<file path="src/rtl/result_writeback_ctrl.sv">
// result_writeback_ctrl: buffers result vectors in a skid FIFO and writes them to SRAM at incrementing addresses.
// Optional RESULT_RELU_EN clamps negative lanes to zero at the FIFO output.
module result_writeback_ctrl #(
    parameter int PARTIAL_SUM_BW = 24,
    parameter int MATRIX_SIZE    = 32,
    parameter int ADDRESSSIZE    = 10,
    parameter int FIFO_DEPTH     = 4
) (
    input  logic                                   clk,
    input  logic                                   rst,
    input  logic                                   start,
    input  logic [ADDRESSSIZE-1:0]                 base_addr,
    input  logic [ADDRESSSIZE-1:0]                 num_vec,
    input  logic                                   in_valid,
    input  logic [PARTIAL_SUM_BW*MATRIX_SIZE-1:0]  in_data,
    input  logic                                   sram_stall,
    output logic                                   sram_we,
    output logic [ADDRESSSIZE-1:0]                 sram_addr,
    output logic [PARTIAL_SUM_BW*MATRIX_SIZE-1:0]  sram_din,
    output logic                                   busy,
    output logic                                   done,
    output logic                                   overflow
);
    localparam int DW = PARTIAL_SUM_BW * MATRIX_SIZE;
    localparam int AW = $clog2(FIFO_DEPTH);
    localparam logic [1:0] IDLE = 2'd0, RUN = 2'd1, DRAIN = 2'd2, DONE = 2'd3;
    logic [1:0] state, state_nx;
    logic [DW-1:0] mem [FIFO_DEPTH];
    logic [AW:0] rd_ptr, wr_ptr;
    logic [ADDRESSSIZE-1:0] job_len, acc_cnt, wr_cnt, wa;
    logic empty, full, pop, push, drop;
    logic [DW-1:0] head, head_w;
    assign empty = rd_ptr == wr_ptr;
    assign full  = (rd_ptr[AW] != wr_ptr[AW]) && (rd_ptr[AW-1:0] == wr_ptr[AW-1:0]);
    assign pop   = !empty && !sram_stall;
    // A full FIFO still accepts a beat when the head leaves in the same cycle.
    assign push  = state == RUN && in_valid && (!full || pop);
    assign drop  = state == RUN && in_valid && full && !pop;
    assign head  = mem[rd_ptr[AW-1:0]];
    assign busy  = state == RUN || state == DRAIN;
    assign done  = state == DONE;
`ifdef RESULT_RELU_EN
    always_comb begin
        head_w = head;
        for (int i = 0; i < MATRIX_SIZE; i++)
            head_w[i*PARTIAL_SUM_BW +: PARTIAL_SUM_BW] = head[i*PARTIAL_SUM_BW + PARTIAL_SUM_BW - 1] ?
                '0 : head[i*PARTIAL_SUM_BW +: PARTIAL_SUM_BW];
    end
`else
    assign head_w = head;
`endif
    always_comb begin
        state_nx = state == IDLE  ? (start ? (num_vec == '0 ? DONE : RUN) : IDLE)
                 : state == RUN   ? ((push && acc_cnt + ADDRESSSIZE'(1) == job_len) ? DRAIN : RUN)
                 : state == DRAIN ? ((empty && wr_cnt == job_len) ? DONE : DRAIN)
                 : IDLE;
    end
    always_ff @(posedge clk)
        if (push) mem[wr_ptr[AW-1:0]] <= in_data;
    always_ff @(posedge clk or posedge rst) begin
        if (rst) begin
            state     <= IDLE;
            rd_ptr    <= '0;
            wr_ptr    <= '0;
            job_len   <= '0;
            acc_cnt   <= '0;
            wr_cnt    <= '0;
            wa        <= '0;
            sram_we   <= 1'b0;
            sram_addr <= '0;
            sram_din  <= '0;
            overflow  <= 1'b0;
        end else begin
            state   <= state_nx;
            sram_we <= pop;
            if (state == IDLE && start) begin
                wa       <= base_addr;
                job_len  <= num_vec;
                acc_cnt  <= '0;
                wr_cnt   <= '0;
                overflow <= 1'b0;
            end
            if (push) begin
                wr_ptr  <= wr_ptr + 1'b1;
                acc_cnt <= acc_cnt + 1'b1;
            end
            if (drop) overflow <= 1'b1;
            if (pop) begin
                rd_ptr    <= rd_ptr + 1'b1;
                sram_addr <= wa;
                sram_din  <= head_w;
                wa        <= wa + 1'b1;
                wr_cnt    <= wr_cnt + 1'b1;
            end
        end
    end
endmodule
</file>
<file path="config.mk">
export PLATFORM = sky130hd
export DESIGN_NAME = result_writeback_ctrl
export DESIGN_NICKNAME = d
export VERILOG_FILES = /design/src/rtl/result_writeback_ctrl.sv
export SDC_FILE = /design/constraint.sdc
export NUM_CORES = 2
export LEC_CHECK = 0
export ABC_AREA = 1
export BUFFER_PORTS_ARGS = -buffer_cell sky130_fd_sc_hd__buf_2
export CORE_AREA = 4 4 619 621
export CTS_BUF_LIST = sky130_fd_sc_hd__clkbuf_8 sky130_fd_sc_hd__clkbuf_16
export CTS_CLUSTER_SIZE = 8
export DETAILED_ROUTE_END_ITERATION = 7
export DIE_AREA = 0 0 623 625
export GPL_TIMING_DRIVEN = 0
export PLACE_DENSITY_LB_ADDON = 0.3
export SYNTH_ARGS = -nofsm -noshare
export SYNTH_HDL_FRONTEND = slang
export SYNTH_SLANG_ARGS = --single-unit
</file>
<file path="constraint.sdc">
create_clock -name clk -period 45.4 [get_ports clk]
set_input_delay 4.54 -clock clk [delete_from_list [all_inputs] [get_ports clk]]
set_output_delay 4.54 -clock clk [all_outputs]
set_load 0.005 [all_outputs]
</file>
[Word level (Yosys, flattened, before mapping)]
Memories as Yosys holds them, arrays and structs flattened. A register that Yosys moved wholly into a read port is not among the register bits.
Index checks and enable logic that the tools add are counted.
Word-level totals
  register bits after elaboration: 60
  RAM bits: 3072
  bits of input ports: 793
  output and inout port bits: 782
  logic and storage cells: 60
  memories kept: 1
Memories
  mem: depth 4, bits a word 768, rd ports 1, clocked after memory_dff 1, write ports 1, line 28  | logic [DW-1:0] mem [FIFO_DEPTH];
Cells by class
  add/subtract/negate cells: 5
  equality and inequality tests: 8
  multiplexer cells: 16
  reduce and logical (&&, ||, !) cells: 20
Operators by type and width (number)
  two-way mux 10 bit: 5
  adder 10 x 1 -> 10 bit (second input constant): 3
  == test 10 bit: 2
  two-way mux 2 bit: 6
  zero test 10 bit: 1
  logical AND 1 bit: 9
  adder 3 x 1 -> 3 bit (second input constant): 2
  nonzero test 2 bit: 3
  two-way mux 1 bit: 5
  == test 2 bit (second input constant): 2
  zero test 1 bit: 4
  == test 3 bit: 1
  == test 2 x 1 -> 1 bit (second input constant): 1
  == test 2 bit: 1
  zero test 2 bit: 1
  logical OR 1 bit: 2
  != test 1 bit: 1

[Depth between registers and ports, before layout]
  depth in word-level cells: 9
  depth in mapped cells: 15
  gate-level depth less buffers: 15

[Worst setup path after synthesis]
Ideal clock, no wire load.
  kind: in2reg
  start point: in sram_stall
  end point: mem mem[0][0] in the netlist's numbering (enable)
  arrival time: 37024 ps
  required time: 43475 ps
  path slack: 6451 ps
  cell stages on the path: 6
  path through: inv_1 nor2_1 a21oi_2 inv_1 clkbuf_1 nor2_1
On the way
  word-level cells in the longest chain between the ends: 6
Ends and longest elaborated chain
  start: declaration: line 16  | input logic sram_stall,
  zero test 1 bit: line 35  | assign pop = !empty && !sram_stall;
  logical AND 1 bit: line 35
  logical OR 1 bit: line 37  | assign push = state == RUN && in_valid && (!full || pop);
  logical AND 1 bit: line 37
  two-way mux 1 bit: line 59  | if (push) mem[wr_ptr[AW-1:0]] <= in_data;
  two-way mux 1 bit (implied by the code): line 59
  end: declaration: line 28
No other way between the ends.

[Final worst setup path]
  start point: in sram_stall
  end point: mem mem[0][533] in the netlist's numbering (enable)
Same word-level chain as after synthesis.

==> results.py <==
metrics = {
    "global_routing": {
        "grt_overflow": 0,
        "first_global_vias": 94800,
        "antenna_found_initial": 326,
        "grt_max_degree": 100,
        "grt_util_all_layers": 0.258,
        "grt_pass1_wl_mm": 720,
    },
    "setup_path": {
        "required_ns": 46.10,
        "worstPathArrival_ns": 8.27,
        "cpMostUsedCell": "buf_12",
        "max_stage_delay_ns": 0.54,
        "path_cells": "buf_2 -> inv_1 -> nor2_1 -> a21oi_2 -> inv_1 -> clkbuf_1 -> nor2_4 -> buf_16 -> buf_16 -> buf_12 -> buf_12 -> buf_12 -> buf_12 -> buf_12 -> buf_12",
        "r2r-start": "rd_ptr[0]$_DFFE_PP0P_",
        "start_kind": "input pin",
        "crit_path_max_fanout": 26,
        "critPathCaptureType": "flop",
        "worstSetupPathType": "input pin to flop",
        "worstSetupStartpoint": "sram_stall",
        "cp_top_family": "buffers and inverters",
        "ff2ff_setup_slack_ns": 40.47,
        "cp_num_buf_inv": 12,
        "crit_slowest_cell": "nor2_4",
    },
    "timing": {
        "holdWs_ns": 0.490,
        "rsz0062_at_grt": "no",
        "max_freq_mhz": 132,
        "min_period_ns": 7.57,
        "final.setup.tns_ns": 0,
        "final-hold-violation-count": 0,
        "tightest_slew_ns": 1.38,
        "slew_viol_final": 0,
        "skew_ns": 0.0699,
        "min_period_over_period": 0.167,
        "relSlewSlack": 0.0831,
        "worst_slack_ns": 37.83,
        "setup_violations": 0,
    },
    "logic_synthesis": {
        "async_flop_share": 0.212,
        "synth_area_leaders": "edfxtp_1 64%, dfrtp_1 14%, nor2_1 10%",
        "syn_avg_cell_area_sq_um": 13.0,
        "yosysWarnings": 0,
        "synth_area_leader_cell": "edfxtp_1",
        "synth_common_cells": "3879 x nor2_1, 3072 x edfxtp_1, 1562 x o21ai_0",
        "synthSimpleGateAreaFrac": 0.106,
        "synth_top_area_frac": 0.638,
        "synth-edff-count": 3072,
        "synth_most_common_cell": "nor2_1",
        "synth_cells": 11100,
        "synthAdderAreaFrac": 0.00104,
        "syn_area_sq_mm": 0.145,
        "synth_top_family_by_area": "simple AND/OR/NAND/NOR gates",
        "synth-xor-area-share": 0.000788,
        "ys_seq_area_frac": 0.782,
        "synth-compound-area-share": 0.0891,
        "ys_types": 40,
        "synth_mux_area_frac": 0,
        "syn-num-nets": 11900,
        "synthFlopType": "edfxtp_1",
        "synth_seq_cells": 3900,
    },
    "die": {
        "placeableCoreArea_sq_mm": 0.378,
        "start_util": 0.383,
        "die-area_sq_mm": 0.389,
        "die_w_um": 623,
        "io_pins": 1575,
        "rows": 226,
        "die_h_um": 625,
    },
    "placed_design": {
        "dp.cells": 17800,
        "dpl_cell_area_sq_mm": 0.162,
        "io_buffers": 1574,
        "pre_cts_slack_ns": 36.81,
        "routabilityCongestion": 0.882,
        "dp_hpwl_mm": 367,
    },
    "finish": {
        "stdcell_area_sq_mm": 0.179,
        "fillerInstances": 33600,
        "drive_gt1_frac": 0.187,
        "layout.cells.non_filler": 19100,
        "regArea_sq_mm": 0.113,
        "multi_input_area_sq_mm": 0.0285,
        "synthToLayoutAreaGrowth_pct": 24.1,
        "nets": 14200,
    },
    "min_path": {
        "hold_start": "sram_addr[6]$_DFFE_PP0P_",
        "worstHoldPathType": "flop to flop",
    },
    "clock_tree": {
        "cts.clk_slew.worst_paths_ns": 0.05,
        "cts_tree": "done",
        "cts_setup_buffers": 0,
        "clock_latency_ns": 1.05,
        "clock-root-buffer": "clkbuf_16",
        "cts-resized-gates": 0,
        "cts_max_path_buffers": 4,
        "numCtsBuffers": 560,
        "htree_levels": 6,
        "cts.sinks": 3900,
        "cts_hold_buffers": 0,
    },
    "status": {
        "status": "completed",
    },
    "route": {
        "drc_errors": 0,
        "postRouteAntennaNets": 0,
        "drt-total-wl_mm": 522,
        "vias_per_cell": 5.27,
        "drt_iter0_markers": 9754,
        "wire_per_inst_um": 27.4,
        "firstDrtPassIters": 6,
        "vias": 100000,
    },
    "power": {
        "ir_worst_vdd_uv": 45.8,
        "powerDensity_mw_per_mm2": 71.1,
        "clkPwrFrac": 0.303,
        "switchingPower_w": 0.00473,
        "seqPwrFrac": 0.385,
        "swShare": 0.371,
        "comb_power_share": 0.312,
        "p_int_w": 0.00802,
        "leakagePower_nw": 65.7,
    },
    "flow_run": {
        "drv_cap": 0,
    },
}
## stage by stage
step	util	total power [W]
floorplan	-	0.00734
global placement	0.420	0.00976
detailed placement	0.429	0.00896
CTS	0.473	0.0128
global route	0.474	0.0134
finish	0.475	0.0127
## worst reg2reg max path, stage by stage, from the launching register on
cell and delay [ns]:
dfrtp_1 0.39, buf_6 0.15, inv_4 0.34, nand2_1 0.11
nand2_1 0.12, nor2_4 0.07, a21oi_2 0.44, inv_1 0.17
clkbuf_1 0.37, nor2_4 0.54, buf_16 0.24, buf_16 0.18
buf_12 0.23, buf_12 0.27, buf_12 0.23, buf_12 0.24
buf_12 0.23, buf_12 0.26
## cell usage in the layout, fill, tap and decap left out, types with 3 or more instances in the layout
cell,count
buf_2,1764
o21ai_0,1562
nor3_1,4
xor2_1,9
inv_1,411
buf_1,47
nor4_1,3
diode_2,247
o21ai_1,7
nand4_1,8
clkinv_1,4
buf_4,12
buf_6,5
nor2_1,3875
clkinv_8,14
inv_16,10
clkbuf_1,427
a211oi_1,3
dfrtp_1,828
buf_16,29
o22ai_1,9
nor2_4,6
nand2_1,114
inv_6,5
a21oi_1,8
xnor2_1,4
a31oi_1,769
clkbuf_16,562
ha_1,12
nand3_1,30
clkbuf_8,6
clkbuf_2,10
clkinv_16,26
edfxtp_1,3072
buf_12,120
## path summary, 6_finish.rpt
kind / endpoint / depth (start not counted)
min reg2reg: sram_addr[6]$_DFFE_PP0P_ / 2
min: sram_addr[6]$_DFFE_PP0P_ / 2
max: mem[0][533]$_DFFE_PP_ / 15
max in group asynchronous: sram_din[217]$_DFFE_PP0P_ / 5
min in group asynchronous: sram_din[437]$_DFFE_PP0P_ / 2
max reg2reg: mem[0][533]$_DFFE_PP_ / 17
## layout make-up
class / count / area share
Antenna cell: 247 / 0.00345
Buffer: 691 / 0.0163
Clock buffer: 568 / 0.0789
Clock inverter: 419 / 0.0146
Inverter: 57 / 0.00126
Multi-Input combinational cell: 6438 / 0.159
Sequential cell: 3900 / 0.630
Tap cell: 5016 / 0.0350
Timing Repair Buffer: 1723 / 0.0618
## power groups by stage
stage | Clock [W] | Combinational [W] | Sequential [W]
final | 0.00386 | 0.00397 | 0.00491
after CTS | 0.00392 | 0.00400 | 0.00491
after detailed placement | 0 | 0.00399 | 0.00496
after global routing | 0.00409 | 0.00431 | 0.00497
after global placement | 0 | 0.00383 | 0.00593
after floorplan | 0 | 0.00191 | 0.00544
## sequential cells by signal, summed over array words and instances, names as in the netlist
register / flops
wa: 10
sram_addr: 10
overflow: 1
wr_ptr: 3
rd_ptr: 3
sram_we: 1
mem: 3072
state: 2
wr_cnt: 10
job_len: 10
sram_din: 768
acc_cnt: 10
## kinds of logic after synthesis
kind of cell / Yosys count
flops: 3900
buf+inv: 748
fa+ha+maj: 12
compound gates: 2369
xor+xnor: 13
simple gates: 4044
## routing by layer
layer | global-route usage | part of all wire | up-vias | wire length, um
met5 | 0.00272 | 0.0010 | - | 538
met4 | 0.168 | 0.071 | 82 | 36900
met2 | 0.402 | 0.46 | 4928 | 241000
met3 | 0.0744 | 0.094 | 1347 | 49000
li1 | - | - | 44500 | -
met1 | 0.314 | 0.37 | 49600 | 194000
No activity file was read; power rests on OpenSTA's default activity.
